### config.mk
export PLATFORM = sky130hd
export DESIGN_NAME = exe_mem_elastic_reg
export DESIGN_NICKNAME = d
export VERILOG_FILES = /design/src/rtl/exe_mem_elastic_reg.sv
export SDC_FILE = /design/constraint.sdc
export NUM_CORES = 1
export LEC_CHECK = 0
export CAP_MARGIN = 25
export CORE_UTILIZATION = 52
export CTS_BUF_LIST = sky130_fd_sc_hd__clkbuf_8
export DETAILED_ROUTE_END_ITERATION = 8
export PLACE_DENSITY = 0.83
export REMOVE_ABC_BUFFERS = 1
export SLEW_MARGIN = 20
export SYNTH_ARGS = -nofsm -noshare
export SYNTH_HDL_FRONTEND = slang
export SYNTH_SLANG_ARGS = --single-unit
### constraint.sdc
create_clock -name clk -period 2.1 [get_ports clk]
set_clock_uncertainty 0.1 [all_clocks]
set_input_delay 0.525 -clock clk [delete_from_list [all_inputs] [get_ports clk]]
set_output_delay 0.525 -clock clk [all_outputs]
set_load 0.02 [all_outputs]
### src/rtl/exe_mem_elastic_reg.sv
// EXE->MEM elastic pipeline register: valid/ready handshake, 2-entry skid,
// synchronous flush and a saturating stall-cycle counter.
module exe_mem_elastic_reg #(
  parameter int DATA_W = 32,
  parameter int DEST_W = 5,
  parameter int CNT_W  = 16
) (
  input  logic              clk,
  input  logic              rst,
  input  logic              flush,
  input  logic              in_valid,
  output logic              in_ready,
  input  logic              WB_en_in,
  input  logic              MEM_R_EN_in,
  input  logic              MEM_W_EN_in,
  input  logic [DATA_W-1:0] ALU_result_in,
  input  logic [DATA_W-1:0] ST_val_in,
  input  logic [DEST_W-1:0] Dest_in,
  output logic              out_valid,
  input  logic              out_ready,
  output logic              WB_en,
  output logic              MEM_R_EN,
  output logic              MEM_W_EN,
  output logic [DATA_W-1:0] ALU_result,
  output logic [DATA_W-1:0] ST_val,
  output logic [DEST_W-1:0] Dest,
  output logic [CNT_W-1:0]  stall_cnt
);

  typedef struct packed {
    logic              wb;
    logic              rd;
    logic              wr;
    logic [DATA_W-1:0] alu;
    logic [DATA_W-1:0] st;
    logic [DEST_W-1:0] dest;
  } entry_t;

  typedef enum logic [1:0] {EMPTY, ONE, FULL} state_t;

  state_t state, state_nxt;
  entry_t main_q, skid_q, main_d, skid_d, in_e;
  logic   accept, consume;

  assign in_e = {WB_en_in, MEM_R_EN_in, MEM_W_EN_in, ALU_result_in, ST_val_in, Dest_in};

  // Both valid bits are encoded in the state register, so in_ready is a flop output.
  assign out_valid = (state != EMPTY);
  assign in_ready  = (state != FULL);
  assign accept    = in_valid & in_ready;
  assign consume   = out_valid & out_ready;

  always_ff @(posedge clk) begin
    if (rst) begin
      state  <= EMPTY;
      main_q <= '0;
      skid_q <= '0;
    end else begin
      state  <= state_nxt;
      main_q <= main_d;
      skid_q <= skid_d;
    end
  end

  always_comb begin
    state_nxt = state;
    main_d    = main_q;
    skid_d    = skid_q;
    if (flush) begin
      state_nxt = EMPTY;
    end else begin
      case (state)
        EMPTY: if (accept) begin
          state_nxt = ONE;
          main_d    = in_e;
        end
        ONE: begin
          if (accept && consume) begin
            main_d = in_e;
          end else if (accept) begin
            state_nxt = FULL;
            skid_d    = in_e;
          end else if (consume) begin
            state_nxt = EMPTY;
          end
        end
        FULL: if (consume) begin
          state_nxt = ONE;
          main_d    = skid_q;
        end
        default: state_nxt = EMPTY;
      endcase
    end
  end

  always_ff @(posedge clk) begin
    if (rst)
      stall_cnt <= '0;
    else if (out_valid && !out_ready && stall_cnt != {CNT_W{1'b1}})
      stall_cnt <= stall_cnt + 1'b1;
  end

  // Gate controls so a bubble can never cause a write-back or memory access.
  assign WB_en      = out_valid & main_q.wb;
  assign MEM_R_EN   = out_valid & main_q.rd;
  assign MEM_W_EN   = out_valid & main_q.wr;
  assign ALU_result = main_q.alu;
  assign ST_val     = main_q.st;
  assign Dest       = main_q.dest;

endmodule
### Yosys cells after proc, flatten, opt, wreduce, memory -nomap -nowiden

Index checks and enable logic that the tools add are counted.

* $add $sub $neg: 1
* equality and inequality tests: 9
* mux-type cells: 10
* bitwise operators: 7
* reduce and logical (&&, ||, !) cells: 11

Operators by type and width (number)
* $mux W72: 3
* $pmux W72 S3: 1
* $add A16 B1 Y16 const B: 1
* $ne A16 B16 Y1 const B: 1
* $mux W2: 5
* $ne A2 B2 Y1 const B: 5
* $reduce_and A4 Y1: 2
* $pmux W2 S3: 1
* $and A1 B1 Y1: 5
* $reduce_and A5 Y1: 1
* $logic_and A1 B1 Y1: 3
* $ne A3 B3 Y1 const B: 1
* $reduce_bool A3 Y1: 1
* $eq A2 B1 Y1 const B: 1
* $eq A2 B2 Y1 const B: 1
* $logic_not A2 Y1: 1
* $not A1 Y1: 2
* $reduce_bool A2 Y1: 1
* $reduce_or A2 Y1: 1
* $logic_not A1 Y1: 1

* register bits: 162
* input port bits: 77
* output and inout bits: 90
* logic and storage cells: 52

### Longest topological paths before layout

Gate-level depths: netlist of run 1.

* depth in word-level cells: 6
* gate-level depth with buffers: 7
* depth with buffers taken out: 5

### Worst setup path after synthesis of run 1

Ideal clock, no wire load.

* kind: reg2reg
* start: register stall_cnt[8]
* end: register stall_cnt[15]
* setup time: 0.123 ns
* data arrival time: 1.600 ns
* data required time: 1.877 ns
* setup slack: 0.276 ns
* cell stages (with the launch flop): 5
* path buffers: 0
* clock period less this slack: 1.824 ns
* cells stage by stage: dfxtp_1 nand3_1 or2_2 nor4b_1 mux2_1

* cells in the longest elaborated chain, start to end: 2
* elaborated cells between the ends (all ways): 3
* classes of those cells: 1 x add/sub; 1 x eq/ne; 1 x reduce/logical

RTL lines
* start, declared: line 27 `output logic [CNT_W-1:0] stall_cnt`
* start signal, assigned: line 100 `stall_cnt <= stall_cnt + 1'b1;`
* branches (longest 2 deep; another with $add A16 B1 Y16)

Parallel ways; which one is timed is not known.
A chain may end at the register's enable or synchronous reset.

### Worst setup path in the final report of run 1

* start: register main_q (netlist bit ALU_result[1])
* end: output port ALU_result[1]

RTL lines
* start, declared: line 42 `entry_t main_q, skid_q, main_d, skid_d, in_e;`
* start signal, assigned: line 60 `main_q <= main_d;`
* end, declared: line 24 `output logic [DATA_W-1:0] ALU_result,`

No word-level cell between the ends.

==> flow_summary.yaml, run 1 <==
status:
  outcome: "completed"
setup_path:
  max_stage_delay_ns: 0.62
  start_kind: "flip-flop"
  crit_path_end_kind: "primary output"
  crit_path_max_fanout: 2
  critPathBufInv: 1
  critical_path_arrival_ns: 1.44
  required_ns: 1.47
  path_class: "flip-flop to primary output"
  critPathTopFamily: "buffers and inverters"
  cp_slowest_cell: "clkdlybuf4s50_1"
  crit_chain: "clkdlybuf4s50_1"
synth:
  syn_area_per_cell_um2: 8.741
  synth_commonest_cells: "dfxtp_1, a21oi_1, nand2_1, mux2i_1, a311oi_1"
  synth-seq-cells: 162
  ys_types: 44
  synth_largest_area_cell: "dfxtp_1"
  synth.area.top_cells: "dfxtp_1, a21oi_1, mux2i_1, a311oi_1, nand2_1"
  syn_area_um2: 7333
  synthCells: 839
  synth-main-ff-cell: "dfxtp_1"
  async_flop_share_pct: 0
  yosysTopAreaCellShare_pct: 44.22
  yosys_warnings: 0
  synth_edf_count: 0
  synthMostInstantiatedCell: "dfxtp_1"
  ys_seq_area_share_pct: 44.22
sta:
  worst_pin_slew_ns: 0.5642
  fin_ws_ns: 0.03240
  setup_viol: 0
  fin_crit_sh_pct: 98.46
  finalHoldViolations: 0
  rsz0062_at_grt: "true"
  fin_tns_setup_ns: 0
  slew_headroom_pct: 62.39
  hold_ws_ns: 0.3542
  drv_slew: 0
  fin_crit_ns: 2.068
  max_freq_ghz: 0.4837
final_layout:
  syn2layout_area_growth_pct: 26.00
  nets: 993
  multi_input_area_um2: 3246
  seq_area_um2: 3246
  antenna-diode-count: 0
  drive_gt1_share_pct: 8.621
  instances_no_fill: 1108
  n_fill_cell: 1152
route:
  drt_iter0_markers: 311
  drcViolationCount: 0
  route.vias.total: 6110
  routed_wl_mm: 16.89
  vias_per_cell: 5.514
  dr.pass1.iters: 4
  ant_nets: 0
  wl_per_cell_um: 15.24
placed_design:
  dp_hpwl_mm: 10.79
  pre_cts_ws_ns: -0.3371
  gp_congestion: 0.8253
  dp.cells: 1076
  numPortBuffers: 166
clock_tree:
  htreeDepth: 4
  cts_root_buf: "clkbuf_8"
  postCtsHoldBufs: 0
  numCtsBuffers: 17
  clockBufferDepth: 2
  cts_setup_buffers: 0
  clkSinkCount: 162
  clk_latency_ns: 0.45
  cts_tree: "built"
  clk_pin_slew_ns: 0.08
hold_path:
  hp-class: "flip-flop to flip-flop"
power:
  ir_drop_mv: 0.3808
  power_uw: 6452
  power-per-cell-area_nw_per_um2: 698.2
  power_leakage_uw: 0.003961
job:
  maxCapViolCount: 0
global_routing:
  grt_pass1_wl_mm: 26.96
  track_usage_pct: 23.26
  gr-total-overflow: 0
  antenna_found_initial: 0
  grt_pass1_vias: 5483
  grt_max_degree: 86
die:
  fp.dieH_um: 120.8
  dieArea_um2: 14580
  num_io_pins: 167
  die_w_um: 120.8
  initial_core_util_pct: 53.04
  coreArea_um2: 13830
  row_count: 43
[through the flow]
stage / cell area (um^2) / util (%)
2_1_floorplan: 6480 / -
3_3_place_gp: 8816 / 63.76
3_5_place_dp: 8816 / 63.76
4_1_cts: 9194 / 66.49
5_1_grt: 9240 / 66.83
6_report: 9240 / 66.83
[kinds of logic after synthesis]
| kind of cell | after synthesis | share of synthesized area [%] |
|---|---|---|
| adder cells (fa/ha/maj) | 1 | 0.1706 |
| buffers and inverters | 151 | 11.94 |
| multiplexers | 76 | 10.42 |
| XOR/XNOR | 1 | 0.1195 |
| flip-flops | 162 | 44.22 |
| AND/OR/NAND/NOR | 203 | 12.05 |
| AO/OA/AOI/OAI | 245 | 21.07 |
[final timing paths]
| path | startpoint | to | cells after the start | slack, ns |
|---|---|---|---|---|
| setup / recovery | ALU_result[1] | ALU_result[1] | 1 | 0.03 |
| hold reg to reg | skid_q[52] | skid_q[52] | 2 | 0.35 |
| hold / removal | skid_q[52] | skid_q[52] | 2 | 0.35 |
| setup reg to reg | state[0] | ST_val[7] | 6 | 0.25 |
[cells in the final DEF (no fill, tap or decap), drive strengths merged, types with 3 or more instances in the layout]
master,n
dlygate4sd2,21
a311oi,72
nand2,151
o31ai,5
clkdlybuf4s50,125
and3,4
or4,5
nor4,3
o21ai,5
nor2,8
a21oi,154
nand3,5
inv,8
mux2i,73
dfxtp,162
dlymetal6s2s,18
nand4,4
clkbuf,21
nor3,5
mux2,3
buf,37
clkinv,5
nor2b,6
[repair_timing]
action	4_1_cts	5_1_grt
setup endpoints to repair	22	21
pin swaps	0	0
resized for setup	25	19
[where the power goes]
group | internal, uW | switching (uW) | leakage, uW | total (uW)
clock | 1170 | 1090 | 0.000210 | 2260
sequential | 3180 | 67.0 | 0.00132 | 3250
combinational | 463 | 477 | 0.00243 | 940
total | 4810 | 1640 | 0.00396 | 6450
[per-layer routing]
| layer | track usage [%] | up-vias | wire (um) | share of wire (%) |
|---|---|---|---|---|
| li1 | - | 3080 | - | - |
| met3 | 6.840 | 34 | 1079 | 6.4 |
| met1 | 29.03 | 2827 | 7551 | 45 |
| met4 | 9.105 | 0 | 403 | 2.4 |
| met5 | 0 | - | 0 | 0 |
| met2 | 37.68 | 169 | 7853 | 47 |
[area by class of cell]
type	count	share of cell area, %
flip-flops and latches	162	35.13
multi-input cells	526	35.13
repair buffers	202	22.71
clock buffers	21	3.128
well taps	180	2.437
clock inverters	11	1.205
inverters	6	0.2708
[registers in the layout, summed over array words and instances (netlist names)]
signal / flops
ALU_result: 32
Dest: 5
ST_val: 32
main_q: 3
skid_q: 72
stall_cnt: 16
state: 2
Power figures use the tool's default switching activity.
==> run 2, diff against run 1 <==
CORE_MARGIN = 8   (was unset)
GPL_ROUTABILITY_DRIVEN = 0   (was unset)
REMOVE_ABC_BUFFERS = unset   (was 1)
==> run 2 against run 1 <==
Register-to-register slack worse by 0.03 ns. Wire length rose by 9.7%. First-iteration DRC count is 50% higher.
==> flow_summary.yaml, run 2 (synthesis results as in run 1) <==
final_layout:
  fin_area_um2: 9330
  largest_reg_flops: 72
  final_cell_mix: "dfxtp_1, a21oi_1, nand2_1"
  syn2layout_area_growth_pct: 27.23
  nets: 1001
  top_register: "skid_q"
  drive_gt1_share_pct: 9.615
  utilization_pct: 67.48
  final_common_cell: "dfxtp_1"
  antenna-diode-count: 0
  n_fill_cell: 1098
hold_path:
  holdPathEnd: "skid_q[36]"
  min_path_cells: 2
  hold_start: "skid_q[36]"
  hp-class: "flip-flop to flip-flop"
route:
  ant_nets: 0
  dr.pass1.iters: 6
  vias_per_cell: 5.591
  drcViolationCount: 0
  drt_iter0_markers: 467
  wl_per_cell_um: 16.60
  routed_wl_mm: 18.53
  route.vias.total: 6239
status:
  outcome: "completed"
sta:
  drv_slew: 0
  rsz0062_at_grt: "false"
  worst_pin_slew_ns: 0.5367
  setup_viol: 0
  finalHoldViolations: 0
  fin_crit_ns: 2.044
  max_freq_ghz: 0.4891
  fin_crit_sh_pct: 97.35
  slew_headroom_pct: 64.22
global_routing:
  gr-total-overflow: 0
  grt_pass1_wl_mm: 29.66
  track_usage_pct: 20.07
  antenna_found_initial: 0
  grt_pass1_vias: 5939
  grt_max_degree: 76
clock_tree:
  clk_latency_ns: 0.45
  numCtsBuffers: 17
  clk_pin_slew_ns: 0.08
  cts_tree: "built"
  cts_setup_buffers: 0
  cts_root_buf: "clkbuf_8"
  htreeDepth: 4
  clkSinkCount: 162
  postCtsHoldBufs: 0
  post_cts_resized: 30
  clockBufferDepth: 2
power:
  power-per-cell-area_nw_per_um2: 732.4
  ir_drop_mv: 0.3880
  power_leakage_uw: 0.004085
setup_path:
  max_stage_delay_ns: 0.62
  critPathTopFamily: "buffers and inverters"
  cp_slowest_cell: "clkdlybuf4s50_1"
  reg2reg_from: "stall_cnt[13]"
  reg2regPathDepth: 4
  path_class: "flip-flop to primary output"
  required_ns: 1.47
  critical_path_arrival_ns: 1.42
  crit_path_max_fanout: 2
  crit_start: "ST_val[21]"
  rr_endpoint: "stall_cnt[13]"
  crit_chain: "clkdlybuf4s50_1"
  start_kind: "flip-flop"
  crit_path_end_kind: "primary output"
  r2r_slack_ns: 0.22
  critPathBufInv: 1
die:
  dieArea_um2: 18160
  coreArea_um2: 13830
  num_io_pins: 167
  row_count: 43
  initial_core_util_pct: 53.04
  fp.dieH_um: 134.8
  die_w_um: 134.8
placed_design:
  dp_hpwl_mm: 12.18
  postPlaceCellArea_um2: 8851
  numPortBuffers: 166
synth:
  synth_nets: 917
job:
  maxCapViolCount: 0
-- run 2: cell types whose count changed in the layout (fill, tap and decap cells not counted), sizes merged --
cell and delta:
dlymetal6s2s +4, clkbuf +2, inv -1, clkdlybuf4s50 -7, buf +10, bufinv +3
clkinvlp -1, clkdlybuf4s15 -1, clkinv -1
-- run 2: final cells by class --
type / instances / area [um^2] / area share [%]
multi-input combinational: 526 / 3243 / 34.76
inverter: 6 / 25.02 / 0.2682
clock inverter: 11 / 181.4 / 1.944
sequential: 162 / 3243 / 34.76
clock buffer: 21 / 289.0 / 3.098
timing repair buffer: 210 / 2123 / 22.76
tap: 180 / 225.2 / 2.414
-- run 2: through the flow --
stage / power [uW] / cells / hold slack (ns) / setup WS (ns) / TNS (ns)
after floorplan: 3905 / 839 / 0.3357 / 0.2763 / 0
after global placement: 4271 / 1084 / 0.3405 / -0.2148 / -23.80
after detailed placement: 4287 / 1084 / 0.3460 / -0.2944 / -28.12
after CTS: 6896 / 1116 / 0.3573 / 0.001100 / 0
after global routing: 7118 / 1116 / 0.3695 / 0.0003924 / 0
final: 6834 / 1116 / 0.3548 / 0.05563 / 0
-- run 2: power breakdown --
group / internal [uW] / switching, uW / leakage [uW]
sequential: 3180 / 60.7 / 0.00132
combinational: 467 / 490 / 0.00252
clock: 1530 / 1100 / 0.000243
total: 5180 / 1650 / 0.00408
-- run 2: worst max-delay path by stage --
stage	cells past startpoint	slack, ns	endpoint
floorplan	4	0.28	stall_cnt[15]
CTS	1	0.001	Dest[3]
finish	1	0.06	ST_val[21]
detailed placement	6	-0.29	ST_val[15]
global route	1	0.0004	ST_val[18]
global placement	6	-0.21	ST_val[22]
-- run 2: per-layer routing --
metal  routed length, um  GRT usage, %
met1                8222         25.02
met2                8773         31.41
met5                   0             0
met3                1014         5.238
met4                 520         10.04
